==> config.mk <==
export PLATFORM = sky130hd
export DESIGN_NAME = datapath_flat
export DESIGN_NICKNAME = d
export VERILOG_FILES = /design/src/rtl/cpu_pkg.sv /design/src/rtl/datapath_if.sv /design/src/rtl/regfile.sv /design/src/rtl/datapath.sv /design/src/flat_wrapper.sv
export SDC_FILE = /design/constraint.sdc
export NUM_CORES = 1
export LEC_CHECK = 0
export CORE_MARGIN = 2
export CORE_UTILIZATION = 63
export DETAILED_ROUTE_END_ITERATION = 10
export PLACE_DENSITY_LB_ADDON = 0.15
export RECOVER_POWER = 50
export SETUP_SLACK_MARGIN = 0.2
export SYNTH_ARGS = -nofsm -noshare
export SYNTH_HDL_FRONTEND = slang
export SYNTH_HIERARCHICAL = 1
export SYNTH_SLANG_ARGS = --single-unit
==> constraint.sdc <==
create_clock -name clk -period 6.6 [get_ports clk]
set_clock_uncertainty 0.1 [all_clocks]
set_input_delay 1.32 -clock clk [delete_from_list [all_inputs] [get_ports clk]]
set_output_delay 1.32 -clock clk [all_outputs]
set_load 0.01 [all_outputs]
==> src/rtl/cpu_pkg.sv <==
// Shared encodings and helpers for the datapath and its controller.
package cpu_pkg;

  localparam int DATA_W   = 16;
  localparam int NUM_REGS = 8;
  localparam int IDX_W    = $clog2(NUM_REGS);

  typedef enum logic [1:0] {
    ALU_ADD = 2'b00,
    ALU_SUB = 2'b01,
    ALU_AND = 2'b10,
    ALU_NOT = 2'b11
  } alu_op_e;

  typedef enum logic [1:0] {
    SH_NONE = 2'b00,
    SH_LSL  = 2'b01,
    SH_LSR  = 2'b10,
    SH_ASR  = 2'b11
  } shift_op_e;

  typedef enum logic [1:0] {
    WB_C     = 2'b00,
    WB_PC    = 2'b01,
    WB_IMM8  = 2'b10,
    WB_MDATA = 2'b11
  } wb_sel_e;

  typedef enum logic [1:0] {
    SEL_RM  = 2'b00,
    SEL_RD  = 2'b01,
    SEL_RN  = 2'b10,
    SEL_RN2 = 2'b11
  } reg_sel_e;

  typedef struct packed {
    logic [DATA_W-1:0] result;
    logic              v;
  } alu_out_t;

  function automatic logic [DATA_W-1:0] shift16(shift_op_e op, logic [DATA_W-1:0] b);
    logic [DATA_W-1:0] r;
    case (op)
      SH_LSL:  r = {b[DATA_W-2:0], 1'b0};
      SH_LSR:  r = {1'b0, b[DATA_W-1:1]};
      SH_ASR:  r = {b[DATA_W-1], b[DATA_W-1:1]};
      default: r = b;
    endcase
    return r;
  endfunction

  // Overflow uses the operand sign bits exactly as they enter the ALU.
  function automatic alu_out_t alu16(alu_op_e op, logic [DATA_W-1:0] a, logic [DATA_W-1:0] b);
    alu_out_t o;
    o.result = '0;
    o.v      = 1'b0;
    case (op)
      ALU_ADD: begin
        o.result = a + b;
        o.v      = (a[DATA_W-1] == b[DATA_W-1]) && (o.result[DATA_W-1] != a[DATA_W-1]);
      end
      ALU_SUB: begin
        o.result = a - b;
        o.v      = (a[DATA_W-1] != b[DATA_W-1]) && (o.result[DATA_W-1] != a[DATA_W-1]);
      end
      ALU_AND: o.result = a & b;
      default: o.result = ~b;
    endcase
    return o;
  endfunction

endpackage

==> src/rtl/datapath_if.sv <==
// Control/data bundle between the controller (master) and the datapath (slave).
interface datapath_if;
  import cpu_pkg::*;

  logic [IDX_W-1:0]  rn;
  logic [IDX_W-1:0]  rd;
  logic [IDX_W-1:0]  rm;
  reg_sel_e          reg_sel;
  wb_sel_e           wb_sel;
  logic              w_en;
  logic [DATA_W-1:0] mdata;
  logic [DATA_W-1:0] sximm8;
  logic [DATA_W-1:0] sximm5;
  logic [7:0]        pc;
  logic              en_A;
  logic              en_B;
  logic              en_C;
  logic              en_status;
  logic              sel_A;
  logic              sel_B;
  alu_op_e           ALU_op;
  shift_op_e         shift_op;
  logic [DATA_W-1:0] datapath_out;
  logic              Z;
  logic              N;
  logic              V;

  modport master (
    output rn, rd, rm, reg_sel, wb_sel, w_en, mdata, sximm8, sximm5, pc,
           en_A, en_B, en_C, en_status, sel_A, sel_B, ALU_op, shift_op,
    input  datapath_out, Z, N, V
  );

  modport slave (
    input  rn, rd, rm, reg_sel, wb_sel, w_en, mdata, sximm8, sximm5, pc,
           en_A, en_B, en_C, en_status, sel_A, sel_B, ALU_op, shift_op,
    output datapath_out, Z, N, V
  );

endinterface

==> src/rtl/regfile.sv <==
// 8x16 register file: one combinational read port, one synchronous write port, async clear.
module regfile
  import cpu_pkg::*;
(
  input  logic              clk,
  input  logic              rst_n,
  input  logic [IDX_W-1:0]  idx,
  input  logic              w_en,
  input  logic [DATA_W-1:0] wdata,
  output logic [DATA_W-1:0] rdata
);

  logic [DATA_W-1:0] regs [NUM_REGS];

  always_ff @(posedge clk or negedge rst_n) begin
    if (!rst_n) begin
      for (int i = 0; i < NUM_REGS; i++) regs[i] <= '0;
    end else if (w_en) begin
      regs[idx] <= wdata;
    end
  end

  assign rdata = regs[idx];

endmodule

==> src/rtl/datapath.sv <==
// Register file, A/B operand latches, B shifter, ALU and C/status result registers.
module datapath
  import cpu_pkg::*;
(
  input  logic       clk,
  input  logic       rst_n,
  datapath_if.slave  bus
);

  logic [IDX_W-1:0]  idx;
  logic [DATA_W-1:0] rdata;
  logic [DATA_W-1:0] wdata;
  logic [DATA_W-1:0] a_q;
  logic [DATA_W-1:0] b_q;
  logic [DATA_W-1:0] c_q;
  logic [DATA_W-1:0] ain;
  logic [DATA_W-1:0] bin;
  alu_out_t          alu;
  logic              z_q;
  logic              n_q;
  logic              v_q;

  always_comb begin
    idx = bus.rn;
    case (bus.reg_sel)
      SEL_RM:  idx = bus.rm;
      SEL_RD:  idx = bus.rd;
      default: idx = bus.rn;
    endcase
  end

  always_comb begin
    wdata = c_q;
    case (bus.wb_sel)
      WB_PC:    wdata = {8'b0, bus.pc};
      WB_IMM8:  wdata = bus.sximm8;
      WB_MDATA: wdata = bus.mdata;
      default:  wdata = c_q;
    endcase
  end

  regfile u_regfile (
    .clk   (clk),
    .rst_n (rst_n),
    .idx   (idx),
    .w_en  (bus.w_en),
    .wdata (wdata),
    .rdata (rdata)
  );

  assign ain = bus.sel_A ? '0 : a_q;
  assign bin = bus.sel_B ? bus.sximm5 : shift16(bus.shift_op, b_q);
  assign alu = alu16(bus.ALU_op, ain, bin);

  // A/B sample the pre-write read value, so a same-edge write is seen only next cycle.
  always_ff @(posedge clk or negedge rst_n) begin
    if (!rst_n) begin
      a_q <= '0;
      b_q <= '0;
      c_q <= '0;
      z_q <= 1'b0;
      n_q <= 1'b0;
      v_q <= 1'b0;
    end else begin
      if (bus.en_A) a_q <= rdata;
      if (bus.en_B) b_q <= rdata;
      if (bus.en_C) c_q <= alu.result;
      if (bus.en_status) begin
        z_q <= (alu.result == '0);
        n_q <= alu.result[DATA_W-1];
        v_q <= alu.v;
      end
    end
  end

  assign bus.datapath_out = c_q;
  assign bus.Z            = z_q;
  assign bus.N            = n_q;
  assign bus.V            = v_q;

endmodule
==> src/flat_wrapper.sv <==
// flat-port wrapper written by rule: the top's interface ports become plain ports
module datapath_flat import cpu_pkg::*;
  (clk, rst_n, bus_rn, bus_rd, bus_rm, bus_reg_sel, bus_wb_sel, bus_w_en, bus_mdata, bus_sximm8, bus_sximm5, bus_pc, bus_en_A, bus_en_B, bus_en_C, bus_en_status, bus_sel_A, bus_sel_B, bus_ALU_op, bus_shift_op, bus_datapath_out, bus_Z, bus_N, bus_V);
  datapath_if bus_i ();
  input  logic clk;
  input  logic rst_n;
  input wire logic [$bits(bus_i.rn)-1:0] bus_rn;
  input wire logic [$bits(bus_i.rd)-1:0] bus_rd;
  input wire logic [$bits(bus_i.rm)-1:0] bus_rm;
  input wire logic [$bits(bus_i.reg_sel)-1:0] bus_reg_sel;
  input wire logic [$bits(bus_i.wb_sel)-1:0] bus_wb_sel;
  input wire logic [$bits(bus_i.w_en)-1:0] bus_w_en;
  input wire logic [$bits(bus_i.mdata)-1:0] bus_mdata;
  input wire logic [$bits(bus_i.sximm8)-1:0] bus_sximm8;
  input wire logic [$bits(bus_i.sximm5)-1:0] bus_sximm5;
  input wire logic [$bits(bus_i.pc)-1:0] bus_pc;
  input wire logic [$bits(bus_i.en_A)-1:0] bus_en_A;
  input wire logic [$bits(bus_i.en_B)-1:0] bus_en_B;
  input wire logic [$bits(bus_i.en_C)-1:0] bus_en_C;
  input wire logic [$bits(bus_i.en_status)-1:0] bus_en_status;
  input wire logic [$bits(bus_i.sel_A)-1:0] bus_sel_A;
  input wire logic [$bits(bus_i.sel_B)-1:0] bus_sel_B;
  input wire logic [$bits(bus_i.ALU_op)-1:0] bus_ALU_op;
  input wire logic [$bits(bus_i.shift_op)-1:0] bus_shift_op;
  output wire logic [$bits(bus_i.datapath_out)-1:0] bus_datapath_out;
  output wire logic [$bits(bus_i.Z)-1:0] bus_Z;
  output wire logic [$bits(bus_i.N)-1:0] bus_N;
  output wire logic [$bits(bus_i.V)-1:0] bus_V;
  assign bus_i.rn = bus_rn;
  assign bus_i.rd = bus_rd;
  assign bus_i.rm = bus_rm;
  assign bus_i.reg_sel = bus_reg_sel;
  assign bus_i.wb_sel = bus_wb_sel;
  assign bus_i.w_en = bus_w_en;
  assign bus_i.mdata = bus_mdata;
  assign bus_i.sximm8 = bus_sximm8;
  assign bus_i.sximm5 = bus_sximm5;
  assign bus_i.pc = bus_pc;
  assign bus_i.en_A = bus_en_A;
  assign bus_i.en_B = bus_en_B;
  assign bus_i.en_C = bus_en_C;
  assign bus_i.en_status = bus_en_status;
  assign bus_i.sel_A = bus_sel_A;
  assign bus_i.sel_B = bus_sel_B;
  assign bus_i.ALU_op = bus_ALU_op;
  assign bus_i.shift_op = bus_shift_op;
  assign bus_datapath_out = bus_i.datapath_out;
  assign bus_Z = bus_i.Z;
  assign bus_N = bus_i.N;
  assign bus_V = bus_i.V;
  datapath u_core (.clk(clk), .rst_n(rst_n), .bus(bus_i));
endmodule
Word-level counts from Yosys, hierarchy flattened
Cells that the tools add are included.
- multiplexer cells: 13
- reductions and logical operators: 6
- eq/ne operators: 13
- add/sub/neg operators: 2
- magnitude comparators: 2
- bitwise logic cells: 3
- operator list (operator ; count):
    $pmux 16 s3 ; 3
    $bwmux 128 ; 1
    $mux 16 ; 5
    $bmux 16 s3 ; 1
    $demux 16 s3 ; 1
    $add 16x16->16 ; 1
    $and 16x16->16 ; 1
    $logic_not 16->1 ; 1
    $not 16->16 ; 1
    $sub 16x16->16 ; 1
    $eq 2x2->1 const B ; 5
    $eq 2x1->1 const B ; 4
    $pmux 3 s2 ; 1
    $ge 4x4->1 const B ; 1
    $logic_not 2->1 ; 2
    $lt 4x1->1 const B ; 1
    $not 3->4 ; 1
    $logic_and 1x1->1 ; 3
    $ne 1x1->1 ; 3
    $pmux 1 s2 ; 1
    $eq 1x1->1 ; 1
- input port bits: 82
- register bits: 179

Depth between registers and ports, before layout
- depth after elaboration: 8
- depth in mapped cells: 17
- depth with buffers taken out: 15

Modules after synthesis
Netlist, hierarchy kept.
- modules (own cells, without submodules) (module ; cells each ; times used ; area an instance (sq um) ; seq. area each (sq um)):
    regfile ; 410 ; 1 ; 6090.8 ; 3203.1
    datapath ; 564 ; 1 ; 4962.3 ; 1276.2

Worst setup path before layout
No wires, ideal clock.
- path type: input-to-reg
- start: input port bus_shift_op[1]
- end: register u_core.z_q, in the netlist u_core/bus.Z
- stages: 17
- data arrival time: 4.379 ns
- path buffers: 2
- path slack: 2.025 ns
- cells stage by stage: buf_2 -> buf_1 -> nor3b_1 -> o31ai_1 -> inv_1 -> ha_1 -> inv_1 -> fa_1 -> nor2b_4 -> o211ai_1 -> a211oi_1 -> a31o_2 -> or4_1 -> a31o_2 -> nor4_2 -> nand4_1 -> o32ai_2
- longest elaborated chain between the ends: 6
- elaborated cells on any way between the ends: 11
- those cells by class: add/sub: 2; eq/ne: 3; mux: 3; bitwise: 2; reduce/logical: 1
- RTL lines (item ; RTL line ; text):
    start, declared ; flat_wrapper.sv:24 ; input wire logic [$bits(bus_i.shift_op)-1:0] bus_shift_op;
    $eq 2x2->1 / $eq 2x1->1 (equally long branches) ; cpu_pkg.sv:43 ; case (op)
    $pmux 16 s3 (*) ; cpu_pkg.sv:43 ;
    $mux 16 (*) ; datapath.sv:52 ; assign bin = bus.sel_B ? bus.sximm5 : shift16(bus.shift_op, b_q);
    $sub 16x16->16, or another cell as far along ; cpu_pkg.sv:63 ; o.result = a - b;
    $pmux 16 s3 (*) ; cpu_pkg.sv:57 ; case (op)
    $logic_not 16->1 (*) ; datapath.sv:69 ; z_q <= (alu.result == '0);
    end signal, assigned ; datapath.sv:69 ;
    end, declared ; datapath.sv:19 ; logic z_q;
Mark *: on every way between the ends. The rest lies on a longest branch, timed or not.
A chain may end at the register's enable or synchronous reset.

Final worst setup path
- start: input port bus_shift_op[0]
- end: register u_core.z_q, in the netlist u_core/bus.Z
Same word-level chain as after synthesis.

==> run metrics <==
outcome finished with violations; failing checks max-capacitance violations, max-slew violations; Core Footprint 17,200 sq um; ys async rst share 100%; worst path buffer plus inverter count 3; CP max FO 19; Initial Util 64.1%; Nets 1,161; hold-fix buffers at CTS 0; Arr. time, crit path 5450 ps; final core utilization 73.3%; via density per instance 6.39; Setup TNS 0 ps; Die X 136 microns; pre-CTS setup slack 989 ps; Netlist cell types 77; PortBufs 100; Crit-path slowest cell clkdlybuf4s50_1; sequential share of the synthesized area 40.5%; Final WS setup 1380 ps; PD cells 351 nW/um^2; max-slew violations 68; Synth Cell Area 11,100 sq um; Root Driver clkbuf_16; unrepaired setup endpoints after global routing false; Static Leak 5.59 nW; first-pass GRT wire length 44,600 microns; post-synth net total 1,090; Mapped Avg Cell Area 11.3 sq um; most frequent cells in the layout dfrtp_1, mux2_2, clkdlybuf4s50_1, nand2_1, mux2i_1; htree depth 4; Rel. slew slack -132%; vias in the first global route 8,013; largest net degree at the start of global routing 68; area grow syn2layout 14.4%; worst hold path class flop to flop; EDFF count, synth 0; Num CTS Buffers 17; post_cts resized 0; yosys warns 6; CTS tree yes; Gate Count Post-Synth 974; boundary pin count 101; Routed wire per std cell 22.2 microns; Max Freq 0.191 GHz; Remaining DRCs 0; Final setup viols 0; Peak supply drop 0.247 mV; cell family with most CP delay simple AND/OR/NAND/NOR gates; Clock Path Buffers 2; Max Cap Viol 2; Die Y-Extent 136 microns; Cell Rows 48; die area 18,600 sq um; Critical Path Max Stage Delay 450 ps; fin crit period 5220 ps; commonest non-fill, non-tap cell in the layout dfrtp_1; Via Count 8,206; all-layer global routing usage 31.8%; Critical Path Sink Type flop; Reg clk slew, reported paths 70 ps; Final ANT Viol Nets 0; HPWL after DPL 20,300 microns; main flop type after synthesis dfrtp_1; critical setup path kind primary input to flop; initial antenna violation count 1; CP startpoint kind primary input; Synth Register Bits 179; Final period util 79.1%; DR iter-0 viols 621; final-report hold violation count 0; Req. time, crit path 6830 ps; worst-margin pin slew 3480 ps; gpl congestion 0.912; layout cells sized above 1 26.0%; WL final 28,500 microns; total gr overflow 0; Final Total Pwr 4.43 mW; Sink Count 179; clk_lat worst skew 430 ps; CP cell instances clkdlybuf4s50_1, buf_4, a211oi_1, o31ai_1, inv_1, fa_1, nor2b_1, o41a_1, a211oi_1, and3b_1, nor4_1, nand4_1, nor4_2, nand4_1, o32ai_2; 1st-pass router iterations 5; setup repair bufs after CTS 0
cells by family (layout without fill, tap and decap cells):
family          Yosys count  count (layout)  share of synthesized area [%]
mux                     262             262                           28.0
compound gates          206             206                           12.8
simple gates            193             193                           9.77
flops                   179             179                           40.5
buf+inv                  96             180                           4.60
fa+ha+maj                34              34                           3.98
xor+xnor                  4               4                          0.317
other cells               0               1                              0
per-stage QoR:
stage / instances / area, sq um / hold slack (ps)
2_1_floorplan: 974 / 11100 / 373
3_3_place_gp: 1251 / 12100 / 381
3_5_place_dp: 1251 / 12100 / 392
4_1_cts: 1283 / 12700 / 402
5_1_grt: 1283 / 12600 / 414
6_report: 1284 / 12600 / 400
Yosys cell counts (4+ instances only):
library cell | count | area, sq um
nand2_1 | 59 | 221
o21ai_0 | 38 | 190
a221oi_1 | 4 | 35.0
mux2_4 | 30 | 450
nor2b_1 | 29 | 181
o21ai_1 | 10 | 50.1
a211oi_1 | 8 | 60.1
nor4_1 | 6 | 37.5
a21o_1 | 6 | 45.0
a311o_1 | 5 | 50.1
o211ai_1 | 11 | 82.6
a31oi_1 | 9 | 56.3
nand4_1 | 5 | 31.3
buf_6 | 10 | 113
o31ai_1 | 6 | 45.0
mux2_2 | 163 | 1840
a211o_1 | 4 | 35.0
nand2b_1 | 11 | 68.8
buf_4 | 8 | 60.1
o21a_1 | 5 | 37.5
buf_2 | 12 | 60.1
inv_1 | 34 | 128
nor2_1 | 42 | 158
xnor2_1 | 4 | 35.0
mux2i_1 | 58 | 581
a2111o_1 | 4 | 45.0
a22oi_1 | 14 | 105
dfrtp_1 | 179 | 4480
ha_1 | 32 | 400
a21oi_1 | 39 | 195
clkbuf_1 | 24 | 90.1
nor3_1 | 9 | 45.0
mux4_2 | 9 | 203
nand3_1 | 4 | 20.0
o22ai_1 | 12 | 75.1
and2_1 | 5 | 31.3
worst register-to-register path, cell delays in order (launching register included):
cell,delay [ps]
dfrtp_1,390
nor2b_1,150
a211oi_1,60
o31ai_1,430
inv_1,190
fa_1,440
nor2b_1,160
o41a_1,330
a211oi_1,230
and3b_1,220
nor4_1,430
nand4_1,240
nor4_2,280
nand4_1,140
o32ai_2,210
state kept, by name, summed over array words and instances, names as in the netlist:
register                 cells
u_core/bus.V                 1
u_core/bus.N                 1
u_core/u_regfile/regs      128
u_core/a_q                  16
u_core/bus.datapath_out     16
u_core/b_q                  16
u_core/bus.Z                 1
final cells by class:
class	count	area (sq um)
Antenna cell	1	2.50
Clock buffer	17	425
Clock inverter	15	161
Fill cell	1190	4600
Inverter	37	139
Multi-Input combinational cell	699	6080
Sequential cell	179	4480
Tap cell	225	282
Timing Repair Buffer	111	1070
final timing paths:
kind,from,to,slack [ps],cells past startpoint
max,bus_shift_op[0],u_core/bus.Z,1380,15
min,u_core/a_q[15],u_core/a_q[15],400,1
max reg2reg,u_core/b_q[1],u_core/bus.Z,2510,14
min reg2reg,u_core/a_q[15],u_core/a_q[15],400,1
max in group asynchronous,rst_n,u_core/a_q[9],1550,2
min in group asynchronous,rst_n,u_core/u_regfile/regs[11],1960,1
power by group:
part | switching [mW] | internal [mW]
Combinational | 0.795 | 0.847
Clock | 0.471 | 0.540
Sequential | 0.269 | 1.51
per-layer routing:
layer / vias to the layer above / global-route usage (%) / wire length, microns
met5: - / 0 / 0
met4: 0 / 9.84 / 606
met3: 36 / 5.37 / 1700
met2: 277 / 49.1 / 13100
met1: 4147 / 46.2 / 13100
li1: 3746 / - / -
No activity file was read; power rests on OpenSTA's default activity.
